===== src/rtl/mem_ctrl_pkg.sv =====
// mem_ctrl_pkg: shared state encoding, request field encodings and sizing helper for the memory cycle sequencer
package mem_ctrl_pkg;
    typedef enum logic [2:0] {
        ST_IDLE,
        ST_SETUP,
        ST_STS_WAIT,
        ST_ACCESS,
        ST_HOLD,
        ST_RECOVER,
        ST_ERR
    } state_t;

    localparam logic CHIP_RAM = 1'b0;
    localparam logic CHIP_ROM = 1'b1;
    localparam logic OP_READ  = 1'b0;
    localparam logic OP_WRITE = 1'b1;
    localparam logic LEN_BYTE = 1'b0;
    localparam logic LEN_WORD = 1'b1;

    function automatic int wait_cnt_width(input int ram_wait, input int rom_wait);
        return $clog2((ram_wait > rom_wait ? ram_wait : rom_wait) + 1);
    endfunction
endpackage


===== src/rtl/mem_wait_counter.sv =====
// mem_wait_counter: loadable down-counter timing the access phase
//   clk, rst       clock and synchronous active-high reset
//   load, load_val load the count (takes priority over dec)
//   dec            decrement by one
//   done           count == 1, i.e. this is the last access cycle
module mem_wait_counter #(
    parameter int WIDTH = 4
) (
    input  logic             clk,
    input  logic             rst,
    input  logic             load,
    input  logic             dec,
    input  logic [WIDTH-1:0] load_val,
    output logic             done
);
    logic [WIDTH-1:0] count;

    always_ff @(posedge clk) begin
        if (rst) count <= '0;
        else if (load) count <= load_val;
        else if (dec) count <= count - 1'b1;
    end

    assign done = count == WIDTH'(1);
endmodule


===== src/rtl/mem_cycle_sequencer.sv =====
// mem_cycle_sequencer: expands single-cycle requests into sequenced async PSRAM/flash cycles
//   req_*        request port; req_ready is high only while idle
//   rsp_*        one-cycle completion pulse with error flag and read data
//   mem_addr     word address, mem_dout/mem_dout_en write data and pad enable
//   mem_din      read data from pad, mem_rom_sts flash ready status
//   mem_*_n      active-low chip enables, output/write enables and byte lanes
module mem_cycle_sequencer
    import mem_ctrl_pkg::*;
#(
    parameter int ADDRESS_SIZE = 24,
    parameter int DATA_SIZE    = 16,
    parameter int RAM_WAIT     = 6,
    parameter int ROM_WAIT     = 12,
    parameter int TURN         = 1,
    parameter int ROM_TIMEOUT  = 255
) (
    input  logic                    clk,
    input  logic                    rst,
    input  logic                    req_valid,
    output logic                    req_ready,
    input  logic [ADDRESS_SIZE-1:0] req_addr,
    input  logic [DATA_SIZE-1:0]    req_wdata,
    input  logic                    req_chip,
    input  logic                    req_len,
    input  logic                    req_op,
    output logic                    rsp_valid,
    output logic                    rsp_err,
    output logic [DATA_SIZE-1:0]    rsp_rdata,
    output logic [ADDRESS_SIZE-2:0] mem_addr,
    output logic [DATA_SIZE-1:0]    mem_dout,
    output logic                    mem_dout_en,
    input  logic [DATA_SIZE-1:0]    mem_din,
    output logic                    mem_ram_ce_n,
    output logic                    mem_rom_ce_n,
    output logic                    mem_oe_n,
    output logic                    mem_we_n,
    output logic                    mem_lb_n,
    output logic                    mem_ub_n,
    input  logic                    mem_rom_sts
);
    localparam int WW = wait_cnt_width(RAM_WAIT, ROM_WAIT);
    localparam int TW = $clog2(TURN + 1);

    state_t state, state_nx;
    logic chip_q, op_q, len_q, odd_q;
    logic chip_d, op_d, len_d, odd_d;
    logic [7:0] tcnt;
    logic [TW-1:0] rcnt;
    logic [DATA_SIZE-1:0] rdata_q;
    logic accept, wait_load, wait_done, in_cyc, first_rsp;

    assign req_ready = state == ST_IDLE && !rst;
    assign accept = req_valid && req_ready;

    always_comb begin
        state_nx = state;
        case (state)
            ST_IDLE:     if (accept) state_nx = (req_chip == CHIP_ROM && req_op == OP_WRITE) ? ST_ERR : ST_SETUP;
            ST_SETUP:    state_nx = (chip_q == CHIP_ROM && op_q == OP_READ && !mem_rom_sts) ? ST_STS_WAIT : ST_ACCESS;
            ST_STS_WAIT: state_nx = mem_rom_sts ? ST_ACCESS : tcnt == 8'(ROM_TIMEOUT - 1) ? ST_RECOVER : ST_STS_WAIT;
            ST_ACCESS:   if (wait_done) state_nx = ST_HOLD;
            ST_HOLD:     state_nx = ST_RECOVER;
            ST_RECOVER:  if (rcnt == TW'(TURN - 1)) state_nx = ST_IDLE;
            default:     state_nx = ST_IDLE;
        endcase
    end

    // Outputs are registered from the next state, so the request fields must be
    // taken from the port in the accepting cycle and from the latches afterwards.
    assign chip_d = accept ? req_chip : chip_q;
    assign op_d   = accept ? req_op : op_q;
    assign len_d  = accept ? req_len : len_q;
    assign odd_d  = accept ? req_addr[0] : odd_q;
    assign in_cyc = state_nx inside {ST_SETUP, ST_STS_WAIT, ST_ACCESS, ST_HOLD};
    assign first_rsp = state_nx == ST_RECOVER && state != ST_RECOVER;
    assign wait_load = state_nx == ST_ACCESS && state != ST_ACCESS;

    mem_wait_counter #(.WIDTH(WW)) u_wait (
        .clk      (clk),
        .rst      (rst),
        .load     (wait_load),
        .dec      (state == ST_ACCESS),
        .load_val (chip_q == CHIP_ROM ? WW'(ROM_WAIT) : WW'(RAM_WAIT)),
        .done     (wait_done)
    );

    always_ff @(posedge clk) begin
        if (rst) begin
            state        <= ST_IDLE;
            {chip_q, op_q, len_q, odd_q} <= '0;
            tcnt         <= '0;
            rcnt         <= '0;
            rdata_q      <= '0;
            rsp_valid    <= 1'b0;
            rsp_err      <= 1'b0;
            rsp_rdata    <= '0;
            mem_addr     <= '0;
            mem_dout     <= '0;
            mem_dout_en  <= 1'b0;
            mem_ram_ce_n <= 1'b1;
            mem_rom_ce_n <= 1'b1;
            mem_oe_n     <= 1'b1;
            mem_we_n     <= 1'b1;
            mem_lb_n     <= 1'b1;
            mem_ub_n     <= 1'b1;
        end else begin
            state <= state_nx;
            if (accept) begin
                {chip_q, op_q, len_q, odd_q} <= {req_chip, req_op, req_len, req_addr[0]};
                mem_addr <= req_addr[ADDRESS_SIZE-1:1];
                mem_dout <= req_len == LEN_WORD ? req_wdata : {2{req_wdata[7:0]}};
            end
            tcnt <= state == ST_STS_WAIT ? tcnt + 1'b1 : '0;
            rcnt <= state == ST_RECOVER ? rcnt + 1'b1 : '0;
            if (state == ST_ACCESS && wait_done)
                rdata_q <= len_q == LEN_WORD ? mem_din : DATA_SIZE'(odd_q ? mem_din[15:8] : mem_din[7:0]);
            // Publish read data together with the response so it stays stable until the next read.
            if (state == ST_HOLD && op_q == OP_READ) rsp_rdata <= rdata_q;
            rsp_valid    <= first_rsp || state_nx == ST_ERR;
            // RECOVER entered straight from STS_WAIT only happens on a status timeout.
            rsp_err      <= state_nx == ST_ERR || (first_rsp && state == ST_STS_WAIT);
            mem_dout_en  <= in_cyc && op_d == OP_WRITE;
            mem_ram_ce_n <= !(in_cyc && chip_d == CHIP_RAM);
            mem_rom_ce_n <= !(in_cyc && chip_d == CHIP_ROM);
            mem_oe_n     <= !(state_nx == ST_ACCESS && op_d == OP_READ);
            mem_we_n     <= !(state_nx == ST_ACCESS && op_d == OP_WRITE);
            mem_lb_n     <= !(in_cyc && (len_d == LEN_WORD || !odd_d));
            mem_ub_n     <= !(in_cyc && (len_d == LEN_WORD || odd_d));
        end
    end
endmodule


===== config.mk =====
export PLATFORM = sky130hd
export DESIGN_NAME = mem_cycle_sequencer
export DESIGN_NICKNAME = d
export VERILOG_FILES = /design/src/rtl/mem_ctrl_pkg.sv /design/src/rtl/mem_wait_counter.sv /design/src/rtl/mem_cycle_sequencer.sv
export SDC_FILE = /design/constraint.sdc
export NUM_CORES = 1
export LEC_CHECK = 0
export CELL_PAD_IN_SITES_DETAIL_PLACEMENT = 0
export CELL_PAD_IN_SITES_GLOBAL_PLACEMENT = 1
export CORE_UTILIZATION = 30
export DETAILED_ROUTE_END_ITERATION = 7
export PLACE_DENSITY_LB_ADDON = 0.1
export SYNTH_ARGS = -nofsm -noshare
export SYNTH_HDL_FRONTEND = slang
export SYNTH_SLANG_ARGS = --single-unit

===== constraint.sdc =====
create_clock -name clk -period 1.85 [get_ports clk]
set_input_delay 0.37 -clock clk [delete_from_list [all_inputs] [get_ports clk]]
set_output_delay 0.37 -clock clk [all_outputs]
set_load 0.05 [all_outputs]

==> impl_metrics.tcl, run 1 <==
set metrics [dict create \
    post_drt_wl_per_cell_um 13.9 \
    seq_area_frac_synth_pct 51.2 \
    portBuffers 127 \
    gp_congestion 0.765 \
    via_count 3675 \
    outcome "finished, violations left" \
    fin_skew_ns 0.00683 \
    max_stage_delay_ns 0.37 \
    cellPowerDensity_nw_per_um2 1090 \
    grt_pass1_vias 3510 \
    period_share_pct 111 \
    area_growth_pct 52.8 \
    hold-path-endpoint "rcnt$_SDFF_PP0_" \
    cts_root_buf "clkbuf_16" \
    final_cell_mix "nand2_1, dfxtp_1, buf_4, clkdlybuf4s50_1, nand3_1" \
    synth_edf_count 0 \
    drc 0 \
    period_needed_ns 2.05 \
    start_kind "flop" \
    r2r_slack_ns -0.20 \
    worstHoldPathCells 1 \
    ant_nets 0 \
    slew_violations 0 \
    rr_startpoint "u_wait.count[1]$_SDFFE_PP0P_" \
    layout_setup_ws_ns -0.201 \
    syn_avg_cell_area_sq_um 8.61 \
    hp-start "rcnt$_SDFF_PP0_" \
    mostFrequentLayoutCell "nand2_1" \
    cp_cell_sequence "inv_2, ha_4, or3b_4, a222oi_1, o221a_1, buf_6, nor2_4, o31a_1" \
    hpwl_um 7830 \
    ys_warn_count 0 \
    insertion_delay_ns 0.35 \
    fin_nets 681 \
    power_leakage_nw 2.52 \
    crit_start "u_wait.count[1]$_SDFFE_PP0P_" \
    synth_cells 454 \
    min_path_type "reg -> reg" \
    grt_util_all_layers_pct 16.9 \
    worst_pin_slew_ns 0.594 \
    crit_required_ns 2.09 \
    cts_tree "done" \
    end_kind "flop" \
    clk_pin_slew_worst_paths_ns 0.07 \
    diodes 0 \
    max_freq_ghz 0.488 \
    drt_iter0_markers 169 \
    synthFlopType "dfxtp_1" \
    fp.dieW_um 116 \
    via_per_inst 4.65 \
    top_level_ports 128 \
    drtPass1Iterations 4 \
    violations "setup timing" \
    hold_violations 0 \
    reg2reg_depth 8 \
    clockBufferDepth 2 \
    layout-drive-gt1-share_pct 23.1 \
    cts_hold_buf 0 \
    power.total_mw 6.49 \
    synthArstFlopShare_pct 0 \
    overflow 0 \
    numClockSinks 100 \
    grt_pass1_wl_um 17400 \
    irDropWorstVdd_uv 532 \
    antenna_found_initial 0 \
    synth_cell_types 43 \
    start_util_pct 30.9 \
    routed_wl_um 11000 \
    core_sq_um 12700 \
    grt_max_degree 54 \
    grt_setup_unrepaired "yes" \
    ys_ff_latch 100 \
    fillCellCount 1256 \
    crit_arrival_ns 2.29 \
    cap_violations 0 \
    dieArea_sq_um 13500 \
    cp_max_fo 5 \
    syn-num-nets 521 \
    dieHeight_um 116 \
    setup_viol 14 \
    netlist_area_sq_um 3910 \
    cp_slowest_cell "or3b_4" \
    path_class "reg -> reg" \
    post-route-util_pct 47.1 \
    maxSlewHeadroom_pct 60.4 \
    r2r-end "u_wait.count[2]$_SDFFE_PP0P_" \
    std_cell_rows 41 \
    cts_buffers 9 \
    htreeDepth 3 \
]
==> area by class of cell <==
| cell class | count | area (sq um) | share of cell area, % |
|---|---|---|---|
| clock buffers | 9 | 225 | 3.77 |
| inverters | 4 | 15.0 | 0.251 |
| clock inverters | 7 | 75.1 | 1.26 |
| flip-flops and latches | 100 | 2000 | 33.6 |
| multi-input cells | 318 | 1830 | 30.6 |
| repair buffers | 181 | 1610 | 27.0 |
| well taps | 172 | 215 | 3.60 |
==> synthesized netlist by cell type (3+ instances only) <==
cell type	n	area share, %
nand2_1	116	11
dfxtp_1	100	51
a21oi_1	38	4.9
nand3_1	38	4.9
nor2_1	29	2.8
clkbuf_1	24	2.3
mux2i_1	18	4.6
a211oi_1	15	2.9
nor3_1	9	1.2
nand3b_1	5	0.96
and2_1	4	0.64
buf_1	4	0.38
ha_1	4	1.3
inv_1	4	0.38
nand2b_1	4	0.64
xnor2_1	3	0.67
xor2_1	3	0.67
==> sequential cells by signal, indices dropped and copies added, names as in the netlist <==
name / cells
mem_addr: 23
mem_dout: 16
rdata_q: 16
rsp_rdata: 16
tcnt: 8
u_wait.count: 4
state: 3
chip_q: 1
len_q: 1
mem_dout_en: 1
mem_lb_n: 1
mem_oe_n: 1
mem_ram_ce_n: 1
mem_rom_ce_n: 1
mem_ub_n: 1
mem_we_n: 1
odd_q: 1
op_q: 1
rcnt: 1
rsp_err: 1
rsp_valid: 1
==> per-stage QoR <==
| stage | setup slack [ns] | cell area (sq um) | setup TNS [ns] | hold WS (ns) | instances |
|---|---|---|---|---|---|
| floorplan | -0.469 | 3980 | -10.38 | 0.388 | 454 |
| global placement | -0.433 | 5580 | -4.42 | 0.405 | 770 |
| detailed placement | -0.509 | 5580 | -5.59 | 0.405 | 770 |
| CTS | -0.186 | 5930 | -1.47 | 0.404 | 789 |
| global route | -0.311 | 5970 | -3.22 | 0.423 | 791 |
| finish | -0.201 | 5970 | -1.61 | 0.411 | 791 |
==> critical path, delay by kind of cell, from the launching register on <==
kind / cells / cell delay [ns]
AOI/OAI and AO/OA: 3 / 0.87
DFF: 1 / 0.33
buffers and inverters: 2 / 0.22
adders and majority gates: 1 / 0.11
and+or+nand+nor: 2 / 0.41
==> metal layers <==
layer	wire length [um]	share of wire, %	vias to the layer above	global-route usage [%]
li1	-	-	1870	-
met1	5030	46	1694	21.9
met2	5140	47	94	26.0
met3	640	5.8	17	4.62
met4	216	2.0	0	7.86
met5	0	0	-	0
==> kinds of logic after synthesis <==
| family | synth area share (%) |
|---|---|
| mux | 4.61 |
| xor+xnor | 1.34 |
| buf+inv | 3.90 |
| compound gates | 11.4 |
| flops | 51.2 |
| fa+ha+maj | 1.28 |
| simple gates | 26.2 |
==> worst max-delay path by stage <==
stage | to | slack, ns | depth (start not counted)
detailed placement | u_wait.count[2]$_SDFFE_PP0P_ | -0.51 | 7
floorplan | mem_lb_n$_SDFF_PP1_ | -0.47 | 7
finish | u_wait.count[2]$_SDFFE_PP0P_ | -0.20 | 8
global placement | u_wait.count[2]$_SDFFE_PP0P_ | -0.43 | 7
global route | u_wait.count[3]$_SDFFE_PP0P_ | -0.31 | 8
CTS | u_wait.count[2]$_SDFFE_PP0P_ | -0.19 | 8
==> repair_timing <==
item,4_1_cts,5_1_grt
pin swaps,4,3
gates cloned,2,0
endpoints found under the setup margin,44,28
hold endpoints to repair,0,0
resized for setup,30,8
setup buffers,1,2
==> power breakdown <==
group	leakage, nW	internal [mW]	total (mW)	switching [mW]
Sequential	0.815	2.36	2.48	0.124
Clock	0.143	1.06	1.91	0.858
Combinational	1.56	0.854	2.09	1.24
Total	2.52	4.27	6.49	2.22
Power figures use the tool's default switching activity.
==> run 2, diff against run 1 <==
- CTS_CLUSTER_DIAMETER: not set -> 100
- RECOVER_POWER: not set -> 50
==> impl_metrics.tcl, run 2 (synthesis results as in run 1) <==
set metrics [dict create \
    finalSetupTns_ns -4.25 \
    fin_cells 791 \
    std_cell_rows 41 \
    ant_nets 0 \
    clockBufferDepth 2 \
    worstHoldPathCells 3 \
    largest_register "mem_addr" \
    top_level_ports 128 \
    p_int_mw 4.15 \
    antenna_found_initial 0 \
    start_util_pct 30.9 \
    min_path_type "in -> reg" \
    layout_setup_ws_ns -0.203 \
    power.switching_mw 2.21 \
    via_count 3669 \
    place_inst 770 \
    fillCellCount 1317 \
    overflow 0 \
    power_leakage_nw 2.31 \
    cellPowerDensity_nw_per_um2 1100 \
    power_frac_seq_pct 38.9 \
    cts_hold_buf 0 \
    clkPwrFrac_pct 30.2 \
    fin_nets 681 \
    largest_reg_flops 23 \
    grt_pass1_vias 3510 \
    maxSlewHeadroom_pct 56.5 \
    routed_wl_um 11000 \
    insertion_delay_ns 0.35 \
    irDropWorstVdd_uv 516 \
    mostFrequentLayoutCell "nand2_1" \
    cts_tree "done" \
    hold_violations 0 \
    cp_slowest_cell "or3b_4" \
    worst_pin_slew_ns 0.655 \
    end_kind "flop" \
    grt_setup_unrepaired "yes" \
    period_needed_ns 2.05 \
    portBuffers 127 \
    max_freq_ghz 0.487 \
    combPwrFrac_pct 31.0 \
    clk_pin_slew_worst_paths_ns 0.07 \
    violations "setup timing" \
    max_stage_delay_ns 0.38 \
    reg2reg_depth 8 \
    period_share_pct 111 \
    cp_cell_sequence "inv_2, ha_4, or3b_4, a222oi_1, o221a_1, buf_6, nor2_4, o31a_1" \
    crit_required_ns 2.09 \
    cts_buffers 9 \
    hpwl_um 7830 \
    drt_iter0_markers 174 \
    outcome "finished, violations left" \
    cap_violations 0 \
    hold_slack_ns 0.384 \
    diodes 0 \
    post-route-util_pct 45.5 \
    power.total_mw 6.36 \
    fin_skew_ns 0.00637 \
    dieArea_sq_um 13500 \
    start_kind "flop" \
    fp.dieW_um 116 \
    drc 0 \
    grt_pass1_wl_um 17400 \
    htreeDepth 3 \
    grt_util_all_layers_pct 16.9 \
    via_per_inst 4.64 \
    area_growth_pct 47.3 \
    slew_violations 0 \
    cts_root_buf "clkbuf_16" \
    grt_max_degree 54 \
    layout-drive-gt1-share_pct 14.4 \
    numClockSinks 100 \
    switching_share_pct 34.8 \
    final_cell_mix "nand2_1, dfxtp_1, clkdlybuf4s50_1, clkbuf_1, buf_4" \
    cp_max_fo 5 \
    gp_congestion 0.765 \
    setup_viol 49 \
    core_sq_um 12700 \
    post_drt_wl_per_cell_um 14.0 \
    drtPass1Iterations 4 \
    dieHeight_um 116 \
    crit_arrival_ns 2.29 \
    path_class "reg -> reg" \
]
-- run 2: critical path: cells and delay by family (launching register included) --
kind                     cells  cell delay (ns)
AO/OA/AOI/OAI                3             0.87
AND/OR/NAND/NOR              2             0.42
flip-flops                   1             0.33
buffers and inverters        2             0.22
adder cells (fa/ha/maj)      1             0.11
-- run 2: final timing paths --
path                                startpoint                      endpoint  slack, ns
setup / recovery  u_wait.count[1]$_SDFFE_PP0P_  u_wait.count[2]$_SDFFE_PP0P_      -0.20
hold / removal                             rst           state[1]$_SDFF_PP0_       0.38
setup reg to reg  u_wait.count[1]$_SDFFE_PP0P_  u_wait.count[2]$_SDFFE_PP0P_      -0.20
hold reg to reg                rcnt$_SDFF_PP0_               rcnt$_SDFF_PP0_       0.41
-- run 2: through the flow --
step / worst slack, ns / area, sq um
global route: -0.311 / 5760
CTS: -0.186 / 5930
finish: -0.203 / 5760
floorplan: -0.469 / 3980
detailed placement: -0.509 / 5580
global placement: -0.433 / 5580
-- run 2: metal layers --
metal | GRT usage [%] | vias to the layer above | routed length, um
met5 | 0 | - | 0
met4 | 7.86 | 0 | 216
met3 | 4.62 | 17 | 594
met2 | 26.0 | 90 | 5110
met1 | 21.9 | 1688 | 5120
li1 | - | 1874 | -
-- run 2: area by class of cell --
| cell class | count | area [sq um] | area share, % |
|---|---|---|---|
| clock buffers | 9 | 225 | 3.91 |
| multi-input cells | 318 | 1810 | 31.4 |
| well taps | 172 | 215 | 3.74 |
| flip-flops and latches | 100 | 2000 | 34.8 |
| inverters | 4 | 15.0 | 0.261 |
| clock inverters | 7 | 75.1 | 1.30 |
| repair buffers | 181 | 1410 | 24.5 |
-- run 2: power by group through the flow --
stage / registers, mW / clock network, mW / logic (mW)
final: 2.47 / 1.92 / 1.97
after global routing: 2.50 / 2.08 / 2.12
after CTS: 2.48 / 1.98 / 2.04
after detailed placement: 2.53 / 0 / 1.99
after global placement: 2.52 / 0 / 1.98
after floorplan: 3.07 / 0 / 0.649
-- run 2: timing repair --
action / in CTS / in global routing
pin swaps: 4 / 3
resized for setup: 30 / 8
gates cloned: 2 / 0
buffers inserted: 1 / 2
endpoints found under the setup margin: 44 / 28
==> run 3, diff against run 2 <==
- CORE_ASPECT_RATIO: not set -> 2
==> impl_metrics.tcl, run 3 (synthesis results as in run 1) <==
set metrics [dict create \
    period_needed_ns 2.05 \
    std_cell_rows 58 \
    crit_required_ns 2.08 \
    via_count 3697 \
    layout_setup_ws_ns -0.199 \
    slew_violations 0 \
    overflow 0 \
    largest_reg_flops 23 \
    max_freq_ghz 0.488 \
    combPwrFrac_pct 31.4 \
    outcome "finished, violations left" \
    cp_max_fo 5 \
    htreeDepth 3 \
    cellPowerDensity_nw_per_um2 1110 \
    power_frac_seq_pct 39.0 \
    mostFrequentLayoutCell "nand2_1" \
    dieArea_sq_um 13500 \
    grt_pass1_wl_um 18200 \
    drt_iter0_markers 98 \
    drtPass1Iterations 4 \
    cap_violations 0 \
    fin_skew_ns 0.00833 \
    clockBufferDepth 2 \
    portBuffers 127 \
    cts_root_buf "clkbuf_16" \
    top_level_ports 128 \
    largest_register "mem_addr" \
    numClockSinks 100 \
    cts_hold_buf 0 \
    fp.dieW_um 82.7 \
    ant_nets 0 \
    path_class "reg -> reg" \
    grt_max_degree 53 \
    core_sq_um 12600 \
    power_leakage_nw 2.26 \
    layout-drive-gt1-share_pct 15.1 \
    via_per_inst 4.78 \
    start_util_pct 31.0 \
    hold_violations 0 \
    cts_tree "done" \
    routed_wl_um 11900 \
    power.switching_mw 2.20 \
    antenna_found_initial 0 \
    crit_arrival_ns 2.28 \
    fin_nets 685 \
    clk_pin_slew_worst_paths_ns 0.07 \
    worst_pin_slew_ns 1.12 \
    final_cell_mix "nand2_1, dfxtp_1, clkbuf_1, clkdlybuf4s50_1, buf_4" \
    grt_setup_unrepaired "yes" \
    irDropWorstVdd_uv 596 \
    period_share_pct 111 \
    end_kind "flop" \
    start_kind "flop" \
    drc 0 \
    dieHeight_um 163 \
    switching_share_pct 34.6 \
    min_path_type "reg -> reg" \
    hpwl_um 8810 \
    area_growth_pct 46.0 \
    finalSetupTns_ns -1.82 \
    post_drt_wl_per_cell_um 15.4 \
    cts_buffers 9 \
    setup_viol 14 \
    grt_util_all_layers_pct 17.9 \
    power.total_mw 6.35 \
    gp_congestion 0.813 \
    clkPwrFrac_pct 29.6 \
    diodes 0 \
    maxSlewHeadroom_pct 25.5 \
    violations "setup timing" \
    p_int_mw 4.16 \
    insertion_delay_ns 0.34 \
    grt_pass1_vias 3718 \
]
==> run 3: cell types whose count changed in the layout (fill, tap and decap cells not counted), moves of 2 or more <==
cell	change
buf_4	+8
buf_12	-2
buf_6	-5
dlygate4sd2_1	-7
clkbuf_1	+10
==> run 3: layer usage <==
metal  track usage (%)  vias to the layer above  part of all wire, %
met2              34.2                       90                   58
met1              17.7                     1715                   36
met4              6.35                        0                  1.7
met5                 0                        -                    0
met3              4.47                       15                  4.9
li1                  -                     1877                    -
==> run 3: worst paths after layout <==
check / cells past startpoint / slack [ns] / start / endpoint
max: 8 / -0.20 / u_wait.count[1]$_SDFFE_PP0P_ / mem_dout_en$_SDFF_PP0_
min: 1 / 0.42 / rcnt$_SDFF_PP0_ / rcnt$_SDFF_PP0_
min reg2reg: 1 / 0.42 / rcnt$_SDFF_PP0_ / rcnt$_SDFF_PP0_
max reg2reg: 8 / -0.20 / u_wait.count[1]$_SDFFE_PP0P_ / mem_dout_en$_SDFF_PP0_
==> run 3: layout make-up <==
cell class | count | area (sq um)
Clock buffer | 11 | 233
Fill cell | 1333 | 6920
Sequential cell | 100 | 2000
Inverter | 4 | 15.0
Tap cell | 150 | 188
Multi-Input combinational cell | 318 | 1830
Clock inverter | 5 | 60.1
Timing Repair Buffer | 185 | 1380
==> run 3: through the flow <==
stage	cells	hold slack, ns	instance area, sq um	util (%)	setup WS [ns]
3_3_place_gp	750	0.401	5530	43.8	-0.424
3_5_place_dp	750	0.417	5530	43.8	-0.470
2_1_floorplan	454	0.388	3980	-	-0.469
4_1_cts	771	0.426	5880	46.6	-0.170
6_report	773	0.421	5710	45.2	-0.199
5_1_grt	773	0.459	5710	45.2	-0.277
==> run 3: what timing repair did <==
item / 4_1_cts / 5_1_grt
pin swaps: 3 / 5
setup endpoints to repair: 26 / 21
gates cloned: 1 / 1
resized for setup: 20 / 10
hold endpoints to repair: 0 / 0
buffers inserted: 4 / 2
==> run 3: worst max-delay path, cell delays in order (launching register included) <==
cell	delay (ns)
dfxtp_2	0.33
inv_2	0.07
ha_4	0.12
or3b_4	0.38
a222oi_1	0.36
o221a_1	0.28
buf_6	0.14
o311ai_4	0.11
and2_1	0.16
==> run 3: power by group through the flow <==
stage | combinational [mW] | clock, mW | sequential, mW
floorplan | 0.649 | 0 | 3.07
finish | 2.00 | 1.88 | 2.48
detailed placement | 2.00 | 0 | 2.52
global route | 2.13 | 2.05 | 2.50
global placement | 1.99 | 0 | 2.52
CTS | 2.12 | 1.96 | 2.48
